===== config.mk =====
export PLATFORM = sky130hd
export DESIGN_NAME = spi_boot_loader
export DESIGN_NICKNAME = d
export VERILOG_FILES = /design/src/rtl/spi_boot_loader.sv
export SDC_FILE = /design/constraint.sdc
export NUM_CORES = 1
export LEC_CHECK = 0
export CORE_UTILIZATION = 54
export CTS_CLUSTER_SIZE = 10
export DETAILED_ROUTE_END_ITERATION = 10
export GPL_ROUTABILITY_DRIVEN = 0
export GPL_TIMING_DRIVEN = 0
export PLACE_DENSITY = 0.78
export SYNTH_ARGS = -nofsm -noshare
export SYNTH_HDL_FRONTEND = slang
export SYNTH_SLANG_ARGS = --single-unit

===== constraint.sdc =====
create_clock -name clk -period 3.1 [get_ports clk]
set_input_delay 0.775 -clock clk [delete_from_list [all_inputs] [get_ports clk]]
set_output_delay 0.775 -clock clk [all_outputs]
set_load 0.05 [all_outputs]

===== src/rtl/spi_boot_loader.sv =====
// SPI flash boot master: issues one READ (0x03), packs bytes into little-endian words, writes memory.
// Optional trailing checksum word and boot_error port are enabled by KMIE_BOOT_CHECKSUM_EN.
module spi_boot_loader #(
   parameter int          CLK_DIV    = 2,
   parameter int          BOOT_WORDS = 1024,
   parameter logic [23:0] FLASH_ADDR = 24'h000000,
   localparam int         AW         = (BOOT_WORDS > 1) ? $clog2(BOOT_WORDS) : 1
) (
   input  logic          clk,
   input  logic          rst,
   output logic          spi_sck,
   output logic          spi_mosi,
   output logic          spi_ss,
   input  logic          spi_miso,
   output logic          mem_we,
   output logic [AW-1:0] mem_addr,
   output logic [31:0]   mem_wdata,
   output logic          boot_sequence_done
`ifdef KMIE_BOOT_CHECKSUM_EN
   ,
   output logic          boot_error
`endif
);

`ifdef KMIE_BOOT_CHECKSUM_EN
   localparam int EXTRA_WORDS = 1;
`else
   localparam int EXTRA_WORDS = 0;
`endif
   localparam int TOTAL_WORDS = BOOT_WORDS + EXTRA_WORDS;
   localparam int WCW         = $clog2(TOTAL_WORDS + 1);
   localparam int DW          = (CLK_DIV > 1) ? $clog2(CLK_DIV) : 1;

   localparam logic [DW-1:0]  DIV_LAST  = DW'(CLK_DIV - 1);
   localparam logic [AW-1:0]  ADDR_LAST = AW'(BOOT_WORDS - 1);
   localparam logic [WCW-1:0] PAY_WORDS = WCW'(BOOT_WORDS);
   localparam logic [WCW-1:0] WORD_LAST = WCW'(TOTAL_WORDS - 1);
   localparam logic [31:0]    CMD_WORD  = {8'h03, FLASH_ADDR};

   typedef enum logic [1:0] {
      IDLE = 2'd0,
      CMD  = 2'd1,
      DATA = 2'd2,
      DONE = 2'd3
   } state_t;

   state_t         state_r;
   logic [DW-1:0]  div_cnt_r;
   logic [4:0]     bit_cnt_r;
   logic [30:0]    cmd_sh_r;
   logic [6:0]     byte_sh_r;
   logic [23:0]    word_r;
   logic [WCW-1:0] word_cnt_r;
   logic           last_r;
   logic           drain_r;
`ifdef KMIE_BOOT_CHECKSUM_EN
   logic [31:0]    sum_r;
   logic [31:0]    chk_r;
`endif

   logic           sck_edge_s;
   logic [7:0]     byte_next_s;
   logic [31:0]    word_full_s;

   // SCK phase boundary, byte being completed by the current MISO sample, and the full word.
   assign sck_edge_s  = (div_cnt_r == DIV_LAST);
   assign byte_next_s = {byte_sh_r, spi_miso};
   assign word_full_s = {byte_next_s, word_r};

   // Boot sequencer: SCK generation, command shift-out, data capture and memory writes.
   always_ff @(posedge clk) begin
      if (rst) begin
         state_r            <= IDLE;
         div_cnt_r          <= '0;
         bit_cnt_r          <= 5'd0;
         cmd_sh_r           <= 31'd0;
         byte_sh_r          <= 7'd0;
         word_r             <= 24'd0;
         word_cnt_r         <= '0;
         last_r             <= 1'b0;
         drain_r            <= 1'b0;
         spi_sck            <= 1'b0;
         spi_mosi           <= 1'b0;
         spi_ss             <= 1'b1;
         mem_we             <= 1'b0;
         mem_addr           <= '0;
         mem_wdata          <= 32'd0;
         boot_sequence_done <= 1'b0;
`ifdef KMIE_BOOT_CHECKSUM_EN
         sum_r              <= 32'd0;
         chk_r              <= 32'd0;
         boot_error         <= 1'b0;
`endif
      end else begin
         if (mem_we) begin
            mem_we <= 1'b0;
            if (mem_addr != ADDR_LAST) begin
               mem_addr <= mem_addr + 1'b1;
            end
         end
         case (state_r)
            IDLE: begin
               state_r   <= CMD;
               spi_ss    <= 1'b0;
               spi_mosi  <= CMD_WORD[31];
               cmd_sh_r  <= CMD_WORD[30:0];
               div_cnt_r <= '0;
               bit_cnt_r <= 5'd0;
            end
            CMD: begin
               if (sck_edge_s) begin
                  div_cnt_r <= '0;
                  spi_sck   <= ~spi_sck;
                  if (spi_sck) begin
                     if (bit_cnt_r == 5'd31) begin
                        state_r   <= DATA;
                        spi_mosi  <= 1'b0;
                        bit_cnt_r <= 5'd0;
                     end else begin
                        bit_cnt_r <= bit_cnt_r + 5'd1;
                        spi_mosi  <= cmd_sh_r[30];
                        cmd_sh_r  <= {cmd_sh_r[29:0], 1'b0};
                     end
                  end
               end else begin
                  div_cnt_r <= div_cnt_r + 1'b1;
               end
            end
            DATA: begin
               if (drain_r) begin
                  state_r            <= DONE;
                  spi_ss             <= 1'b1;
                  boot_sequence_done <= 1'b1;
`ifdef KMIE_BOOT_CHECKSUM_EN
                  boot_error         <= (sum_r != chk_r);
`endif
               end else if (sck_edge_s) begin
                  div_cnt_r <= '0;
                  spi_sck   <= ~spi_sck;
                  if (!spi_sck) begin
                     byte_sh_r <= byte_next_s[6:0];
                     bit_cnt_r <= bit_cnt_r + 5'd1;
                     if (bit_cnt_r[2:0] == 3'd7) begin
                        case (bit_cnt_r[4:3])
                           2'd0:    word_r[7:0]   <= byte_next_s;
                           2'd1:    word_r[15:8]  <= byte_next_s;
                           2'd2:    word_r[23:16] <= byte_next_s;
                           default: begin
                              word_cnt_r <= word_cnt_r + 1'b1;
                              if (word_cnt_r == WORD_LAST) begin
                                 last_r <= 1'b1;
                              end
                              // Payload words are written; the trailing checksum word is only kept.
                              if (word_cnt_r < PAY_WORDS) begin
                                 mem_we    <= 1'b1;
                                 mem_wdata <= word_full_s;
`ifdef KMIE_BOOT_CHECKSUM_EN
                                 sum_r     <= sum_r + word_full_s;
                              end else begin
                                 chk_r     <= word_full_s;
`endif
                              end
                           end
                        endcase
                     end
                  end else if (last_r) begin
                     drain_r <= 1'b1;
                  end
               end else begin
                  div_cnt_r <= div_cnt_r + 1'b1;
               end
            end
            DONE: begin
               spi_ss  <= 1'b1;
               spi_sck <= 1'b0;
            end
            default: begin
               state_r <= IDLE;
            end
         endcase
      end
   end

endmodule

**Word-level counts from Yosys, hierarchy flattened**

Cells that the tools add are included.
W data, S select, Z words.

- $add $sub $neg: 4
- Magnitude comparators: 1
- Equality and inequality tests: 17
- Mux-type cells: 33
- Bitwise logic cells: 6
- Reductions and logical operators: 24

Operators by type and width:

| kind | number |
|---|---|
| $mux W31 | 3 |
| $pmux W31 S2 | 1 |
| $mux W5 | 6 |
| $reduce_and A6 Y1 | 5 |
| $ne A2 B2 Y1 const B | 8 |
| $pmux W5 S3 | 1 |
| $reduce_and A7 Y1 | 2 |
| $mux W1 | 13 |
| $add A11 B1 Y11 const B | 1 |
| $eq A11 B10 Y1 const B | 1 |
| $lt A11 B11 Y1 const B | 1 |
| $add A10 B1 Y10 const B | 1 |
| $ne A10 B10 Y1 const B | 1 |
| $reduce_and A2 Y1 | 5 |
| $pmux W1 S3 | 3 |
| $reduce_bool A3 Y1 | 3 |
| $reduce_or A9 Y1 | 1 |
| $mux W2 | 4 |
| $reduce_and A4 Y1 | 2 |
| $eq A2 B2 Y1 const B | 3 |
| $not A1 Y1 | 6 |
| $pmux W2 S3 | 1 |
| $add A5 B1 Y5 const B | 1 |
| $eq A5 B5 Y1 const B | 1 |
| 9 further kinds | 11 |

- Register bits: 130
- Input port bits: 3
- Output and inout bits: 47
- Word-level logic and storage cells: 103

**Longest topological paths before layout**

Gate-level depths: netlist of run 1.

- Depth after elaboration: 5
- Depth in mapped cells: 8
- Depth with buffers taken out: 7

**Worst setup path before layout of run 1**

No wires, ideal clock.

- Path type: flip-flop to flip-flop
- Start point: register mem_addr[0]
- End point: register mem_addr[5]
- Setup time: 0.121 ns
- Data arrival time: 1.792 ns
- Required time: 2.979 ns
- Path slack: 1.187 ns
- Cell stages (with the launch flop): 6
- Path buffers: 0
- Period minus slack after synthesis: 1.913 ns
- Cells stage by stage: dfxtp_1 -> ha_1 -> nand2_1 -> o31a_1 -> nand3_1 -> mux2_2

- Cells in the longest elaborated chain, start to end: 2
- Elaborated cells between the ends (all ways): 3
- Those cells by class: add/sub (1); eq/ne (1); reduce/logical (1)

Ends and longest elaborated chain:

| what | RTL line | text |
|---|---|---|
| start, declared | 16 | `output logic [AW-1:0] mem_addr,` |
| start signal, assigned | 98 | `mem_addr <= mem_addr + 1'b1;` |
| parallel branches: the longest is 2 deep, another holds $add A10 B1 Y10 | n/a |  |

Parallel ways; which one is timed is not known.
A chain may end at the register's enable or synchronous reset.

**Final worst setup path of run 1**

- Start point: register spi_sck
- End point: output port spi_sck

RTL lines:

| what | RTL line | text |
|---|---|---|
| start, declared | 11 | `output logic spi_sck,` |
| start signal, assigned | 113 | `spi_sck <= ~spi_sck;` |
| start signal, assigned | 139 | `spi_sck <= ~spi_sck;` |

No word-level cell between the ends.

==> results of run 1 <==
## flip-flops by register name, indices dropped and copies added, names as in the netlist
| name | flops |
|---|---|
| cmd_sh_r | 7 |
| drain_r | 1 |
| boot_sequence_done | 1 |
| div_cnt_r | 1 |
| state_r | 2 |
| mem_wdata | 32 |
| mem_addr | 10 |
| mem_we | 1 |
| spi_mosi | 1 |
| byte_sh_r | 7 |
| spi_ss | 1 |
| word_r | 24 |
| last_r | 1 |
| bit_cnt_r | 5 |
| word_cnt_r | 11 |
| spi_sck | 1 |
## metrics by stage
step	instance area [um^2]	total power [mW]	hold WS, ns	util (%)	setup slack, ns
after detailed placement	4977	1.895	0.4472	64.08	0.2796
after global routing	5161	2.797	0.4702	66.45	0.4586
after floorplan	4359	1.800	0.4258	-	1.187
final	5161	2.662	0.4583	66.45	0.6076
after CTS	5161	2.687	0.4604	66.45	0.5871
after global placement	4977	1.884	0.4411	64.08	0.3033
## cells by family after synthesis
group           after synthesis
simple gates                170
flops                       106
mux                          74
compound gates               39
buf+inv                      28
fa+ha+maj                    15
xor+xnor                      8
## power breakdown
group | switching (mW) | total (mW) | internal (mW)
Combinational | 0.257 | 0.429 | 0.172
Sequential | 0.0331 | 1.43 | 1.40
Clock | 0.488 | 0.799 | 0.311
Total | 0.778 | 2.66 | 1.88
## cells in the mapped netlist, types with 6 or more instances
cell type,instances
a21oi_1,18
mux2i_1,68
dfxtp_1,106
xor2_1,6
nor2_1,89
nand3_1,17
clkbuf_1,13
nand4_1,6
ha_1,15
inv_1,6
and4_1,6
nand2_1,15
nor2b_1,8
## final cells by class
type                    instances  area [um^2]  share of cell area, %
well taps                     102        127.6                  2.473
clock inverters                 6        56.30                  1.091
repair buffers                 49        490.5                  9.503
multi-input cells             306         2108                  40.85
inverters                       6        22.52                 0.4364
flip-flops and latches        106         2122                  41.12
plain buffers                  22        106.4                  2.061
clock buffers                  10        127.6                  2.473
## how the worst max path moves through the flow
stage,startpoint,to,slack (ns)
2_1_floorplan,mem_addr[0]$_SDFFE_PP0P_,mem_addr[5]$_SDFFE_PP0P_,1.19
6_report,spi_sck$_SDFFE_PP0P_,spi_sck,0.61
3_3_place_gp,rst,boot_sequence_done$_SDFFE_PP0P_,0.30
5_1_grt,rst,word_r[16]$_SDFFE_PP0P_,0.46
4_1_cts,spi_sck$_SDFFE_PP0P_,spi_sck,0.59
3_5_place_dp,rst,word_r[19]$_SDFFE_PP0P_,0.28
## per-layer routing
| metal | share of wire, % | vias up |
|---|---|---|
| met2 | 46 | 52 |
| li1 | - | 1640 |
| met1 | 49 | 1505 |
| met4 | 1.7 | 0 |
| met5 | 0 | - |
| met3 | 2.8 | 12 |
==> results.py, run 1 <==
metrics = {
    "worst_hold_path": {
        "hp-class": "reg2reg",
        "hold_start": "cmd_sh_r[27]$_SDFFE_PP0P_",
        "min_to": "cmd_sh_r[27]$_SDFFE_PP0P_",
        "hold_path_depth": 2,
    },
    "synth": {
        "netlist_instances": 440,
        "yosysWarnings": 0,
        "synthXorXnorAreaFrac_pct": 1.607,
        "ys.flop_type": "dfxtp_1",
        "syn_nets": 458,
        "synth_compound_area_share_pct": 5.941,
        "synth_area_um2": 4359,
        "ys_seq_area_share_pct": 48.68,
        "synth-edff-count": 0,
        "yosys_register_bits": 106,
        "synthSimpleGateAreaFrac_pct": 19.26,
        "synth_area_leaders": "dfxtp_1, mux2i_1, nor2_1, ha_1, a21oi_1",
        "synth_top_family_by_area": "simple AND/OR/NAND/NOR gates",
        "avgSynthCellArea_um2": 9.907,
        "yosysTopAreaCell": "dfxtp_1",
        "synth_cell_types": 47,
        "async_flop_share_pct": 0,
        "synthMuxAreaShare_pct": 17.25,
        "synth-adder-area-share_pct": 4.305,
        "synth_top_area_share_pct": 48.68,
    },
    "setup_path": {
        "r2r-end": "cmd_sh_r[24]$_SDFFE_PP0P_",
        "required_ns": 2.32,
        "critPathCaptureType": "output pin",
        "crit_arrival_ns": 1.72,
        "critPathMaxStageDelay_ns": 0.86,
        "path_class": "reg2out",
        "crit_cells": 1,
        "crit_family": "buffers and inverters",
        "cp_cell_sequence": "clkdlybuf4s50_1",
        "cp_max_fo": 10,
        "cp-start-kind": "register",
        "slowest_stage": "clkdlybuf4s50_1",
        "r2r_start": "bit_cnt_r[0]$_SDFFE_PP0P_",
        "worstRegToRegCells": 8,
        "ff2ff_setup_slack_ns": 1.06,
        "critPathBufInv": 1,
    },
    "power": {
        "p_per_area_nw_per_um2": 515.8,
        "ir_drop_uv": 317.1,
        "p_leak_nw": 2.342,
    },
    "detailed_routing": {
        "num_vias": 3209,
        "via_per_inst": 5.287,
        "drt-pass1-iter-count": 4,
        "drt-total-wl_um": 8490,
        "drt-initial-drc-count": 150,
        "drc": 0,
        "ant_nets": 0,
        "wl_per_cell_um": 13.99,
    },
    "floorplan": {
        "start_util_pct": 56.12,
        "io_pins": 50,
        "rows": 32,
        "fp.dieArea_um2": 8436,
        "die_w_um": 91.85,
        "coreArea_um2": 7767,
        "fp.dieH_um": 91.85,
    },
    "sta": {
        "hold_viol_final": 0,
        "worst_pin_slew_ns": 0.5744,
        "final.min_clock_period_ns": 2.492,
        "slew_viol_final": 0,
        "skew_ns": 0.01114,
        "fin_tns_setup_ns": 0,
        "rsz0062_at_grt": "no",
        "max_freq_mhz": 401.2,
        "fin_crit_sh_pct": 80.40,
        "max_slew_margin_pct": 61.70,
        "setup_violations": 0,
    },
    "global_routing": {
        "grtUsageTotal_pct": 21.37,
        "antenna_found_initial": 0,
        "met2_usage_pct": 35.32,
        "grt_pass1_wl_um": 14300,
        "busiest_layer": "met2",
        "grt_overflow": 0,
        "grt_use_met3_pct": 2.985,
        "grt_max_degree": 20,
        "met1_usage_pct": 28.32,
        "grt_pass1_vias": 3063,
    },
    "cells_and_area": {
        "nNetsFinal": 518,
        "final_common_cell": "dfxtp_1",
        "final_cell_mix": "dfxtp_1, nor2_1, mux2i_1",
        "n_antenna_cell": 0,
        "final_cells": 607,
        "syn_to_final_growth_pct": 18.40,
        "fillers": 616,
        "drive_above_1_share_pct": 7.525,
    },
    "cts": {
        "htree_levels": 3,
        "cts_resized": 0,
        "cts_setup_buffers": 0,
        "hold_buffers": 0,
        "cts_tree": "yes",
        "cts_sinks": 106,
        "clk_latency_ns": 0.37,
        "path_clk_slew_ns": 0.09,
        "cts_made_buffers": 9,
        "cts_buffer_depth": 2,
        "cts-root-buf": "clkbuf_8",
    },
    "run_status": {
        "status": "complete, no violations",
    },
    "placement": {
        "place_inst": 591,
        "dpl.hpwl_um": 5977,
        "portBuffers": 49,
    },
    "flow_run": {
        "cap_violations": 0,
    },
}
No activity file was read; power rests on OpenSTA's default activity.
==> run 2, diff against run 1 <==
- CORE_UTILIZATION: 54 -> 50
- PLACE_DENSITY: 0.78 -> 0.76
- clock period: 3.1 -> 2.1 ns (I/O delays scaled with it)
==> run 2 against run 1 <==
Setup slack worse by 0.55 ns; combinational power is 50% higher; critical endpoint is now mem_wdata[7]; global-route usage is 0.74 points lower; wire length is 4.2% higher; worst hold slack hardly changed; critical path depth stayed put; largest power group unchanged; critical path type unchanged.
==> results.py, run 2 (synthesis gave the netlist of run 1 again) <==
metrics = {
    "run_status": {
        "status": "complete, no violations",
    },
    "detailed_routing": {
        "drt-initial-drc-count": 89,
        "via_per_inst": 5.399,
        "num_vias": 3288,
        "wl_per_cell_um": 14.53,
        "ant_nets": 0,
        "drt-pass1-iter-count": 5,
        "drt-total-wl_um": 8850,
        "drc": 0,
    },
    "setup_path": {
        "r2r_start": "bit_cnt_r[0]$_SDFFE_PP0P_",
        "path_class": "reg2out",
        "startpoint": "mem_wdata[7]$_SDFFE_PP0P_",
        "cp_max_fo": 2,
        "critPathMaxStageDelay_ns": 0.80,
        "cp_cell_sequence": "clkdlybuf4s50_1",
        "crit_arrival_ns": 1.52,
        "critPathBufInv": 1,
        "critPathCaptureType": "output pin",
        "ff2ff_setup_slack_ns": 0.14,
        "r2r-end": "last_r$_SDFFE_PP0P_",
        "required_ns": 1.57,
        "crit_family": "buffers and inverters",
        "worstRegToRegCells": 7,
        "cp-start-kind": "register",
        "slowest_stage": "clkdlybuf4s50_1",
    },
    "cts": {
        "hold_buffers": 0,
        "cts_setup_buffers": 0,
        "cts_buffer_depth": 2,
        "cts_sinks": 106,
        "cts_made_buffers": 9,
        "path_clk_slew_ns": 0.10,
        "clk_latency_ns": 0.37,
        "cts_tree": "yes",
        "cts-root-buf": "clkbuf_8",
        "htree_levels": 3,
    },
    "cells_and_area": {
        "fillers": 730,
        "drive_above_1_share_pct": 9.524,
        "final_cells": 609,
        "final_cell_mix": "dfxtp_1, nor2_1, mux2i_1",
        "syn_to_final_growth_pct": 20.44,
        "multi_input_area_um2": 2111,
        "nNetsFinal": 517,
        "max_flop_register": "mem_wdata",
        "seqCellArea_um2": 2122,
        "largest_reg_flops": 32,
        "n_antenna_cell": 0,
        "reg_top3": "mem_wdata (32), word_r (24), word_cnt_r (11)",
        "final_common_cell": "dfxtp_1",
    },
    "worst_hold_path": {
        "hold_start": "cmd_sh_r[30]$_SDFFE_PP0P_",
        "hp-class": "reg2reg",
        "hold_path_depth": 2,
        "min_to": "spi_mosi$_SDFFE_PP0P_",
    },
    "floorplan": {
        "fp.dieArea_um2": 9095,
        "rows": 33,
        "coreArea_um2": 8341,
        "fp.dieH_um": 95.37,
        "start_util_pct": 52.27,
        "io_pins": 50,
        "die_w_um": 95.37,
    },
    "power": {
        "p_per_area_nw_per_um2": 789.3,
        "ir_drop_uv": 479.9,
        "p_leak_nw": 2.819,
    },
    "sta": {
        "slew_viol_final": 0,
        "setup_violations": 0,
        "final.min_clock_period_ns": 2.043,
        "fin_tns_setup_ns": 0,
        "max_freq_mhz": 489.5,
        "max_slew_margin_pct": 64.57,
        "worst_pin_slew_ns": 0.5315,
        "hold_viol_final": 0,
        "fin_crit_sh_pct": 97.28,
        "rsz0062_at_grt": "no",
        "skew_ns": 0.01013,
    },
    "global_routing": {
        "antenna_found_initial": 0,
        "grt_pass1_vias": 2975,
        "grt_overflow": 0,
        "grtUsageTotal_pct": 20.63,
        "grt_max_degree": 19,
        "grt_pass1_wl_um": 14480,
    },
    "flow_run": {
        "cap_violations": 0,
    },
    "placement": {
        "place_inst": 594,
        "portBuffers": 49,
        "dpl.hpwl_um": 6168,
    },
}
[run 2: changes by cell type in the layout (fill, tap and decap cells not counted), sizes merged]
cell and delta:
clkdlybuf4s50 -32, dlymetal6s2s +20, dlygate4sd2 +12, clkinv +1, bufinv +2, inv -2, clkbuf -2
[run 2: where the power goes]
group | internal [mW] | total [mW] | switching (mW)
clock network | 0.684 | 1.39 | 0.703
logic | 0.257 | 0.642 | 0.385
registers | 2.07 | 2.12 | 0.0470
[run 2: metrics by stage]
step                worst slack [ns]  hold slack, ns  cell area [um^2]  total power [mW]  utilization (%)
floorplan                     0.1874          0.4258              4359             2.656                -
global placement             -0.4401          0.4404              4981             2.782            59.72
detailed placement           -0.4890          0.4470              4981             2.797            59.72
CTS                         0.001738          0.4621              5197             4.173            62.32
global route              0.00003764          0.4844              5250             4.339            62.95
finish                       0.05717          0.4585              5250             4.144            62.95
[run 2: timing repair]
item	CTS	global route
endpoints found under the hold margin	0	0
setup endpoints to repair	51	70
cloned	0	0
resized for setup	17	27
[run 2: worst max path at each step]
stage / endpoint / slack [ns] / depth (start not counted)
floorplan: mem_addr[5]$_SDFFE_PP0P_ / 0.19 / 5
CTS: mem_wdata[29] / 0.002 / 1
detailed placement: mem_addr[6]$_SDFFE_PP0P_ / -0.49 / 5
global route: mem_wdata[2] / 0.00004 / 1
finish: mem_wdata[7] / 0.06 / 1
global placement: boot_sequence_done$_SDFFE_PP0P_ / -0.44 / 5
[run 2: final cells by class]
type	count	share of cell area [%]
Buffer	21	2.145
Clock buffer	9	2.359
Clock inverter	7	1.930
Inverter	6	0.4290
Multi-Input combinational cell	306	40.20
Sequential cell	106	40.42
Tap cell	105	2.502
Timing Repair Buffer	49	10.01
[run 2: layer usage]
metal / routed length (um) / part of all wire, % / track usage (%) / vias to the layer above
li1: - / - / - / 1628
met1: 4130 / 47 / 27.34 / 1588
met2: 4270 / 48 / 33.45 / 66
met3: 369 / 4.2 / 5.343 / 6
met4: 80 / 0.90 / 5.224 / 0
met5: 0 / 0 / 0 / -
==> run 3, diff against run 2 <==
--- a/config.mk
+++ b/config.mk
@@ -7,2 +7,3 @@
 export LEC_CHECK = 0
+export CAP_MARGIN = 20
 export CORE_UTILIZATION = 50
==> constraint.sdc (replaced) <==
create_clock -name clk -period 2.1 [get_ports clk]
set_input_delay 0.42 -clock clk [delete_from_list [all_inputs] [get_ports clk]]
set_output_delay 0.42 -clock clk [all_outputs]
set_load 0.05 [all_outputs]
==> run 3 against run 2 <==
Global-route usage is 0.068 points lower; largest power group unchanged; clock skew hardly changed; clock-buffer cell count stayed put; first-iteration DRC count is 1.1% higher; via count is 0.15% higher; critical path type unchanged; setup slack better by 0.0027 ns; non-clock buffer count stayed put; critical path depth stayed put; worst hold slack hardly changed.
==> results.py, run 3 (synthesis gave the netlist of run 1 again) <==
metrics = {
    "cells_and_area": {
        "reg_top3": "mem_wdata (32), word_r (24), word_cnt_r (11)",
        "largest_reg_flops": 32,
        "n_antenna_cell": 0,
        "final_common_cell": "dfxtp_1",
        "syn_to_final_growth_pct": 19.86,
        "nNetsFinal": 517,
        "drive_above_1_share_pct": 9.325,
        "max_flop_register": "mem_wdata",
        "design_area_um2": 5225,
        "final_cell_mix": "dfxtp_1, nor2_1, mux2i_1",
        "fin_util_pct": 62.65,
    },
    "detailed_routing": {
        "drc": 0,
        "via_per_inst": 5.407,
        "ant_nets": 0,
        "drt-pass1-iter-count": 4,
        "drt-initial-drc-count": 90,
        "num_vias": 3293,
        "drt-total-wl_um": 8836,
        "wl_per_cell_um": 14.51,
    },
    "cts": {
        "cts_sinks": 106,
        "htree_levels": 3,
        "cts-root-buf": "clkbuf_8",
        "hold_buffers": 0,
        "path_clk_slew_ns": 0.10,
        "cts_buffer_depth": 2,
        "cts_made_buffers": 9,
        "cts_tree": "yes",
        "cts_setup_buffers": 0,
        "clk_latency_ns": 0.37,
    },
    "global_routing": {
        "antenna_found_initial": 0,
        "grtUsageTotal_pct": 20.56,
        "grt_pass1_vias": 2977,
        "grt_pass1_wl_um": 14450,
        "grt_overflow": 0,
        "grt_max_degree": 19,
    },
    "setup_path": {
        "required_ns": 1.68,
        "critPathMaxStageDelay_ns": 0.83,
        "critPathBufInv": 1,
        "path_class": "reg2out",
        "cp-start-kind": "register",
        "crit_arrival_ns": 1.62,
        "cp_max_fo": 6,
        "cp_cell_sequence": "clkdlybuf4s50_1",
        "critPathCaptureType": "output pin",
        "crit_family": "buffers and inverters",
        "slowest_stage": "clkdlybuf4s50_1",
    },
    "placement": {
        "dpl.hpwl_um": 6168,
        "portBuffers": 49,
        "placed_area_um2": 4981,
    },
    "sta": {
        "slew_viol_final": 0,
        "max_slew_margin_pct": 65.36,
        "skew_ns": 0.01058,
        "worst_pin_slew_ns": 0.5180,
        "holdWs_ns": 0.4585,
        "hold_viol_final": 0,
        "max_freq_mhz": 490.2,
        "rsz0062_at_grt": "yes",
        "setup_violations": 0,
        "final.min_clock_period_ns": 2.040,
        "fin_crit_sh_pct": 97.15,
    },
    "floorplan": {
        "coreArea_um2": 8341,
        "start_util_pct": 52.27,
        "fp.dieH_um": 95.37,
        "io_pins": 50,
        "rows": 33,
        "die_w_um": 95.37,
        "fp.dieArea_um2": 9095,
    },
    "run_status": {
        "status": "complete, no violations",
    },
    "power": {
        "p_leak_nw": 2.481,
        "ir_drop_uv": 479.6,
        "total_power_mw": 4.152,
        "p_per_area_nw_per_um2": 794.7,
    },
    "worst_hold_path": {
        "hp-class": "reg2reg",
    },
    "flow_run": {
        "cap_violations": 0,
    },
}
run 3: final timing paths:
path / startpoint / endpoint / slack (ns) / cells after the start
hold reg to reg: cmd_sh_r[30]$_SDFFE_PP0P_ / spi_mosi$_SDFFE_PP0P_ / 0.46 / 2
hold / removal: cmd_sh_r[30]$_SDFFE_PP0P_ / spi_mosi$_SDFFE_PP0P_ / 0.46 / 2
setup reg to reg: bit_cnt_r[0]$_SDFFE_PP0P_ / last_r$_SDFFE_PP0P_ / 0.14 / 7
setup / recovery: mem_addr[9]$_SDFFE_PP0P_ / mem_addr[9] / 0.06 / 1
run 3: final cells by class:
class	count	area, um^2
sequential	106	2122
clock buffer	9	123.9
timing repair buffer	49	501.7
buffer	21	111.4
fill	730	3115
clock inverter	7	101.3
multi-input combinational	306	2111
tap	105	131.4
inverter	6	22.52
run 3: where the power goes:
part / leakage (nW) / switching [mW] / internal [mW]
Combinational: 1.51 / 0.383 / 0.256
Clock: 0.112 / 0.715 / 0.684
Sequential: 0.855 / 0.0464 / 2.07
run 3: metal layers:
| metal | routed length [um] | global-route usage [%] | vias to the layer above |
|---|---|---|---|
| li1 | - | - | 1637 |
| met1 | 4182 | 26.94 | 1590 |
| met2 | 4231 | 33.45 | 56 |
| met3 | 313 | 4.466 | 10 |
| met4 | 109 | 7.090 | 0 |
| met5 | 0 | 0 | - |
run 3: timing repair:
action	CTS	global route
hold endpoints to repair	0	0
gates resized for setup	1	20
setup endpoints to repair	1	71
run 3: stage by stage:
step | TNS, ns | setup slack (ns) | cells
6_report | 0 | 0.05992 | 609
2_1_floorplan | 0 | 0.1874 | 440
3_5_place_dp | -26.58 | -0.3840 | 594
3_3_place_gp | -22.40 | -0.3351 | 594
5_1_grt | -0.0007567 | -0.0007567 | 609
4_1_cts | 0 | 0.0008428 | 610
